==> src/rtl/panel_ctrl_fsm_if.sv <==
// Board-side bundle of the front-panel controller: raw buttons and halt in,
// debounced pulses, CPU clock-enable, panel LEDs and a state debug tap out.
interface panel_ctrl_fsm_if #(
    parameter int N_BTN  = 4,
    parameter int STEP_W = 4
);
    logic [N_BTN-1:0]  button;
    logic              halt_req;
    logic [N_BTN-1:0]  btn_pulse;
    logic              cpu_en;
    logic              led_run_status;
    logic              led_idle;
    logic [STEP_W-1:0] led_run_step;
    logic [1:0]        dbg_state;

    // master: board/CPU side driving the panel; slave: the controller itself.
    modport master (
        output button, halt_req,
        input  btn_pulse, cpu_en, led_run_status, led_idle, led_run_step, dbg_state
    );

    modport slave (
        input  button, halt_req,
        output btn_pulse, cpu_en, led_run_status, led_idle, led_run_step, dbg_state
    );
endinterface

==> src/rtl/panel_ctrl_fsm.sv <==
// MIC-1 front-panel controller: N debounced buttons driving an IDLE/RUN/STEP/BURST
// clock-enable FSM. Define PANEL_CTRL_BURST_EN to build in the BURST state and button[2].
module panel_ctrl_fsm #(
    parameter int N_BTN     = 4,
    parameter int DEB_W     = 4,
    parameter int STEP_W    = 4,
    parameter int BURST_LEN = 4
) (
    input  logic            clk,
    input  logic            resetn,
    panel_ctrl_fsm_if.slave pif
);

    if (N_BTN < 4) begin : g_chk_n_btn
        $error("panel_ctrl_fsm: N_BTN must be at least 4");
    end
    if (DEB_W < 1 || STEP_W < 1) begin : g_chk_widths
        $error("panel_ctrl_fsm: DEB_W and STEP_W must be at least 1");
    end
    if (BURST_LEN < 1 || BURST_LEN > 65535) begin : g_chk_burst_len
        $error("panel_ctrl_fsm: BURST_LEN must be in 1..65535");
    end

`ifdef PANEL_CTRL_BURST_EN
    typedef enum logic [1:0] {
        ST_IDLE  = 2'd0,
        ST_RUN   = 2'd1,
        ST_STEP  = 2'd2,
        ST_BURST = 2'd3
    } state_t;

    localparam logic [15:0] BURST_LOAD = 16'(BURST_LEN - 1);
`else
    typedef enum logic [1:0] {
        ST_IDLE  = 2'd0,
        ST_RUN   = 2'd1,
        ST_STEP  = 2'd2
    } state_t;
`endif

    // ------------------------------------------------------------------
    // Debounce: 2-FF synchroniser, mismatch counter and accepted level.
    // ------------------------------------------------------------------
    logic [N_BTN-1:0] sync1_q;
    logic [N_BTN-1:0] sync2_q;
    logic [N_BTN-1:0] stable_q;
    logic [N_BTN-1:0] stable_d;
    logic [N_BTN-1:0] pulse_q;
    logic [N_BTN-1:0] pulse_d;
    logic [DEB_W-1:0] cnt_q [N_BTN];
    logic [DEB_W-1:0] cnt_d [N_BTN];

    // The level flips on the mismatching edge that finds the counter saturated,
    // and the pulse register is loaded on that same edge.
    always_comb begin
        stable_d = stable_q;
        pulse_d  = '0;
        for (int i = 0; i < N_BTN; i++) begin
            cnt_d[i] = '0;
            if (sync2_q[i] != stable_q[i]) begin
                if (&cnt_q[i]) begin
                    stable_d[i] = ~stable_q[i];
                    pulse_d[i]  = ~stable_q[i];
                end else begin
                    cnt_d[i] = cnt_q[i] + 1'b1;
                end
            end
        end
    end

    always_ff @(posedge clk or negedge resetn) begin
        if (!resetn) begin
            sync1_q  <= '0;
            sync2_q  <= '0;
            stable_q <= '0;
            pulse_q  <= '0;
            for (int i = 0; i < N_BTN; i++) begin
                cnt_q[i] <= '0;
            end
        end else begin
            sync1_q  <= pif.button;
            sync2_q  <= sync1_q;
            stable_q <= stable_d;
            pulse_q  <= pulse_d;
            for (int i = 0; i < N_BTN; i++) begin
                cnt_q[i] <= cnt_d[i];
            end
        end
    end

    // ------------------------------------------------------------------
    // Run/step/burst FSM and executed-step counter.
    // ------------------------------------------------------------------
    state_t            state_q;
    logic [STEP_W-1:0] step_q;
    logic              cpu_en;
    logic              run_p;
    logic              step_p;
    logic              clr_p;

    assign run_p  = pulse_q[0];
    assign step_p = pulse_q[1];
    assign clr_p  = pulse_q[3];

`ifdef PANEL_CTRL_BURST_EN
    logic        burst_p;
    logic [15:0] burst_cnt_q;

    assign burst_p = pulse_q[2];
`endif

    // Halt must gate the enable within the cycle it is raised, so this is not registered.
    assign cpu_en = (state_q != ST_IDLE) && !pif.halt_req;

    always_ff @(posedge clk or negedge resetn) begin
        if (!resetn) begin
            state_q     <= ST_IDLE;
            step_q      <= '0;
`ifdef PANEL_CTRL_BURST_EN
            burst_cnt_q <= '0;
`endif
        end else begin
            if (clr_p) begin
                step_q <= '0;
            end else if (cpu_en) begin
                step_q <= step_q + 1'b1;
            end

            case (state_q)
                // A clear pulse in IDLE outranks any start request arriving with it.
                ST_IDLE: begin
                    if (!clr_p && !pif.halt_req) begin
                        if (run_p) begin
                            state_q <= ST_RUN;
                        end else if (step_p) begin
                            state_q <= ST_STEP;
                        end
`ifdef PANEL_CTRL_BURST_EN
                        else if (burst_p) begin
                            state_q     <= ST_BURST;
                            burst_cnt_q <= BURST_LOAD;
                        end
`endif
                    end
                end
                ST_RUN: begin
                    if (clr_p || run_p || pif.halt_req) begin
                        state_q <= ST_IDLE;
                    end
                end
                ST_STEP: begin
                    state_q <= ST_IDLE;
                end
`ifdef PANEL_CTRL_BURST_EN
                ST_BURST: begin
                    if (clr_p || pif.halt_req) begin
                        state_q <= ST_IDLE;
                    end else if (burst_cnt_q == 16'd0) begin
                        state_q <= ST_IDLE;
                    end else begin
                        burst_cnt_q <= burst_cnt_q - 16'd1;
                    end
                end
`endif
                default: begin
                    state_q <= ST_IDLE;
                end
            endcase
        end
    end

    // ------------------------------------------------------------------
    // Outputs
    // ------------------------------------------------------------------
    assign pif.btn_pulse    = pulse_q;
    assign pif.cpu_en       = cpu_en;
    assign pif.led_idle     = (state_q == ST_IDLE);
    assign pif.led_run_step = step_q;
    assign pif.dbg_state    = state_q;
`ifdef PANEL_CTRL_BURST_EN
    assign pif.led_run_status = (state_q == ST_RUN) || (state_q == ST_BURST);
`else
    assign pif.led_run_status = (state_q == ST_RUN);
`endif

endmodule

==> src/flat_wrapper.sv <==
// flat-port wrapper written by rule: the top's interface ports become plain ports
module panel_ctrl_fsm_flat 
#(
    parameter int N_BTN     = 4,
    parameter int DEB_W     = 4,
    parameter int STEP_W    = 4,
    parameter int BURST_LEN = 4
)
  (clk, resetn, pif_button, pif_halt_req, pif_btn_pulse, pif_cpu_en, pif_led_run_status, pif_led_idle, pif_led_run_step, pif_dbg_state);
  panel_ctrl_fsm_if #(.N_BTN(N_BTN), .STEP_W(STEP_W)) pif_i ();
  input  logic clk;
  input  logic resetn;
  input wire logic [$bits(pif_i.button)-1:0] pif_button;
  input wire logic [$bits(pif_i.halt_req)-1:0] pif_halt_req;
  output wire logic [$bits(pif_i.btn_pulse)-1:0] pif_btn_pulse;
  output wire logic [$bits(pif_i.cpu_en)-1:0] pif_cpu_en;
  output wire logic [$bits(pif_i.led_run_status)-1:0] pif_led_run_status;
  output wire logic [$bits(pif_i.led_idle)-1:0] pif_led_idle;
  output wire logic [$bits(pif_i.led_run_step)-1:0] pif_led_run_step;
  output wire logic [$bits(pif_i.dbg_state)-1:0] pif_dbg_state;
  assign pif_i.button = pif_button;
  assign pif_i.halt_req = pif_halt_req;
  assign pif_btn_pulse = pif_i.btn_pulse;
  assign pif_cpu_en = pif_i.cpu_en;
  assign pif_led_run_status = pif_i.led_run_status;
  assign pif_led_idle = pif_i.led_idle;
  assign pif_led_run_step = pif_i.led_run_step;
  assign pif_dbg_state = pif_i.dbg_state;
  panel_ctrl_fsm #(.N_BTN(N_BTN), .DEB_W(DEB_W), .STEP_W(STEP_W), .BURST_LEN(BURST_LEN)) u_core (.clk(clk), .resetn(resetn), .pif(pif_i));
endmodule
==> config.mk <==
export PLATFORM = sky130hd
export DESIGN_NAME = panel_ctrl_fsm_flat
export DESIGN_NICKNAME = d
export VERILOG_FILES = /design/src/rtl/panel_ctrl_fsm_if.sv /design/src/rtl/panel_ctrl_fsm.sv /design/src/flat_wrapper.sv
export SDC_FILE = /design/constraint.sdc
export NUM_CORES = 1
export LEC_CHECK = 0
export ABC_AREA = 1
export BUFFER_PORTS_ARGS = -buffer_cell sky130_fd_sc_hd__buf_2
export CAP_MARGIN = 20
export CORE_MARGIN = 2
export CORE_UTILIZATION = 55
export CTS_CLUSTER_DIAMETER = 60
export DETAILED_ROUTE_END_ITERATION = 7
export PLACE_DENSITY = 0.82
export SETUP_SLACK_MARGIN = 0.2
export SYNTH_ARGS = -nofsm -noshare
export SYNTH_HDL_FRONTEND = slang
export SYNTH_SLANG_ARGS = --single-unit
export TNS_END_PERCENT = 20
==> constraint.sdc <==
create_clock -name clk -period 1.2 [get_ports clk]
set_input_delay 0.3 -clock clk [delete_from_list [all_inputs] [get_ports clk]]
set_output_delay 0.3 -clock clk [all_outputs]
set_load 0.03 [all_outputs]
==> summary.md <==
| Metric | Value |
|---|---|
| F_max | 0.693 GHz |
| Hold_ws | 0.0606 ns |
| H-tree depth | 2 |
| Minimum clock period | 1.44 ns |
| Pleak | 1.00 nW |
| Met3 Use GR | 6.68% |
| Mapped Avg Cell Area | 9.87 sq um |
| Pwr Density | 1050 nW/um^2 |
| WL/cell | 14.4 um |
| CTS buffer count | 5 |
| Most used routing layer | met2 |
| Max Slew Vio Count | 0 |
| Max Cap Viol | 0 |
| Antenna violations before repair | 0 |
| Status | finished with violations |
| Worst min-delay path class | primary input to flip-flop |
| Worst min-delay path startpoint | pif_button[3] |
| Non-filler instance count after layout | 224 |
| Met1 usage | 23.1% |
| Port bufs | 19 |
| Slowest stage delay, CP | 0.45 ns |
| Cell area after synthesis | 1540 sq um |
| Period utilisation layout | 120% |
| CTS Root Cell | clkbuf_4 |
| Critical path's slowest cell | dfrtp_2 |
| Drt first-iter violations | 50 |
| CP Max Fanout | 3 |
| Starting Density | 56.8% |
| Final nets | 205 |
| Register area share after synthesis | 61.8% |
| Worst Setup Slack, final | -0.243 ns |
| CTS tree | yes |
| Vias | 1201 |
| M2 GR Usage | 36.5% |
| Worst slew pin tran | 0.241 ns |
| ANT cells | 0 |
| Number of global-route vias before repair | 1173 |
| Critical setup path kind | flip-flop to output port |
| Sink Count | 38 |
| Die ar. | 3240 sq um |
| WP data required | 0.90 ns |
| Yosys reg bits | 38 |
| Syn Nets | 168 |
| DRT Pass-1 Iters | 4 |
| VDD IR max | 0.852 mV |
| Final wirelength | 3230 um |
| Reg2reg start | u_core.pif.dbg_state[1]$_DFFE_PN0P_ |
| Rows | 19 |
| Max Root-Sink Buffers | 2 |
| Critical Path Sink Type | output port |
| Unrepaired setup endpoints after global routing | yes |
| GPL Wtd Cong | 0.868 |
| Worst Path Arrival | 1.14 ns |
| Hold Path Cell Cnt | 1 |
| IO Count | 20 |
| Clock-pin slew on the worst setup and hold paths | 0.10 ns |
| Post-Place Cell Area | 1700 sq um |
| Antenna-violating nets left | 0 |
| Die Span X | 56.9 um |
| Register area | 956 sq um |
| Yosys warning count | 0 |
| First-pass GRT wire length | 5050 um |
| Placeable Area | 2710 sq um |
| CP Cell Sequence | nor2_4 > nor2_4 > buf_6 |
| Largest net degree at the start of global routing | 39 |
| Crit path from | u_core.pif.dbg_state[1]$_DFFE_PN0P_ |
| Total GRT Usage | 21.0% |
| # fillers | 167 |
| Final Hold Viols | 0 |
| Area of the multi-input gates | 641 sq um |
| Hpwl dp | 1910 um |
| Worst Setup Start Kind | flip-flop |
| Post-Route Skew | 0.00658 ns |
| # setup viols final | 12 |
| Slew margin rel. | 84.0% |
| Placement Setup Slack | 0.0536 ns |
| Worst r2r path cells | 6 |
| Worst-Skew Late Latency | 0.34 ns |
| Synth cell types | 15 |
| Cell count after synthesis | 156 |
| Die H | 56.9 um |
| # placed instances | 207 |
| Share of cells above drive strength 1 | 37.8% |
| TNS Setup | -0.944 ns |
| Design area | 2040 sq um |
| Grt total ovfl | 0 |
| Vias/cell | 5.36 |
| Failing checks | setup timing |
| Synth-to-layout area growth | 32.6% |
| CP dominant cell by count | nor2_4 |
| DRC | 0 |
routing by layer:
layer  share of wire [%]  vias to the layer above
met4                 2.9                        0
met3                 4.8                       13
met5                   0                        -
li1                    -                      569
met1                  39                      577
met2                  54                       42
final cells by class:
cell class / count / share of cell area [%]
flip-flops and latches: 38 / 46.8
multi-input cells: 94 / 31.4
repair buffers: 30 / 13.2
inverters: 24 / 4.41
clock buffers: 7 / 2.21
well taps: 31 / 1.90
critical path, delay by kind of cell (launching register included):
kind | cells | cell delay (ns)
simple gates | 2 | 0.22
buf+inv | 1 | 0.13
flops | 1 | 0.45
flip-flops by register name (all words and copies together) (netlist names):
register,cells
u_core.cnt_q,16
u_core.pif.btn_pulse,4
u_core.pif.led_run_step,4
u_core.stable_q,4
u_core.sync1_q,4
u_core.sync2_q,4
u_core.pif.dbg_state,2
what timing repair did:
item	4_1_cts	5_1_grt
endpoints found under the hold margin	38	0
buffers inserted	5	4
hold buffers	1	0
setup endpoints to repair	25	34
gates resized for setup	37	31
pin swaps	13	29
where the power goes:
part	leakage (nW)	internal, W	switching (W)
clock network	0.0254	0.000221	0.000379
registers	0.496	0.00133	0.0000550
logic	0.480	0.0000717	0.0000907
total	1.00	0.00162	0.000525
cells in the final DEF (no fill, tap or decap), drive strengths merged:
master	netlist	routed
inv	24	24
xor2	4	4
buf	0	29
clkbuf	0	7
nand2	23	23
xnor2	3	3
dfrtp	38	38
nor3	4	4
o21ai	10	10
dlygate4sd3	0	1
ha	5	5
nand3	12	12
nor2	26	26
nand4	4	4
nand2b	1	1
a21oi	2	2
per-stage QoR:
stage | total power (W) | utilization [%]
6_report | 0.00214 | 75.3
4_1_cts | 0.00212 | 70.2
3_3_place_gp | 0.00150 | 62.6
2_1_floorplan | 0.00145 | -
5_1_grt | 0.00225 | 75.3
3_5_place_dp | 0.00151 | 62.6
kinds of logic after synthesis:
logic type      Yosys count  synth area share, %
xor+xnor                  7                 3.98
compound gates           12                 4.15
simple gates             70                 20.2
fa+ha+maj                 5                 4.07
buf+inv                  24                 5.85
flops                    38                 61.8
worst paths after layout:
| kind | to | slack, ns |
|---|---|---|
| max in group asynchronous | u_core.cnt_q[0]$_DFF_PN0_ | 0.55 |
| max | pif_cpu_en | -0.24 |
| min | u_core.sync1_q[3]$_DFF_PN0_ | 0.06 |
| max reg2reg | u_core.pif.led_run_step[0]$_DFFE_PN0P_ | 0 |
| min in group asynchronous | u_core.sync2_q[2]$_DFF_PN0_ | 0.45 |
| min reg2reg | u_core.sync2_q[1]$_DFF_PN0_ | 0.36 |
Yosys cell counts:
cell type,number,share of area [%]
dfrtp_1,38,62
inv_1,24,5.9
nor2_1,24,5.9
nand2_1,23,5.6
nand3_1,12,3.9
o21ai_0,9,2.9
ha_1,5,4.1
nand4_1,4,1.6
nor3_1,4,1.3
xor2_1,4,2.3
xnor2_1,3,1.7
a21oi_1,2,0.65
nor2_4,2,1.5
nand2b_1,1,0.41
o21ai_2,1,0.57
No activity file was read; power rests on OpenSTA's default activity.
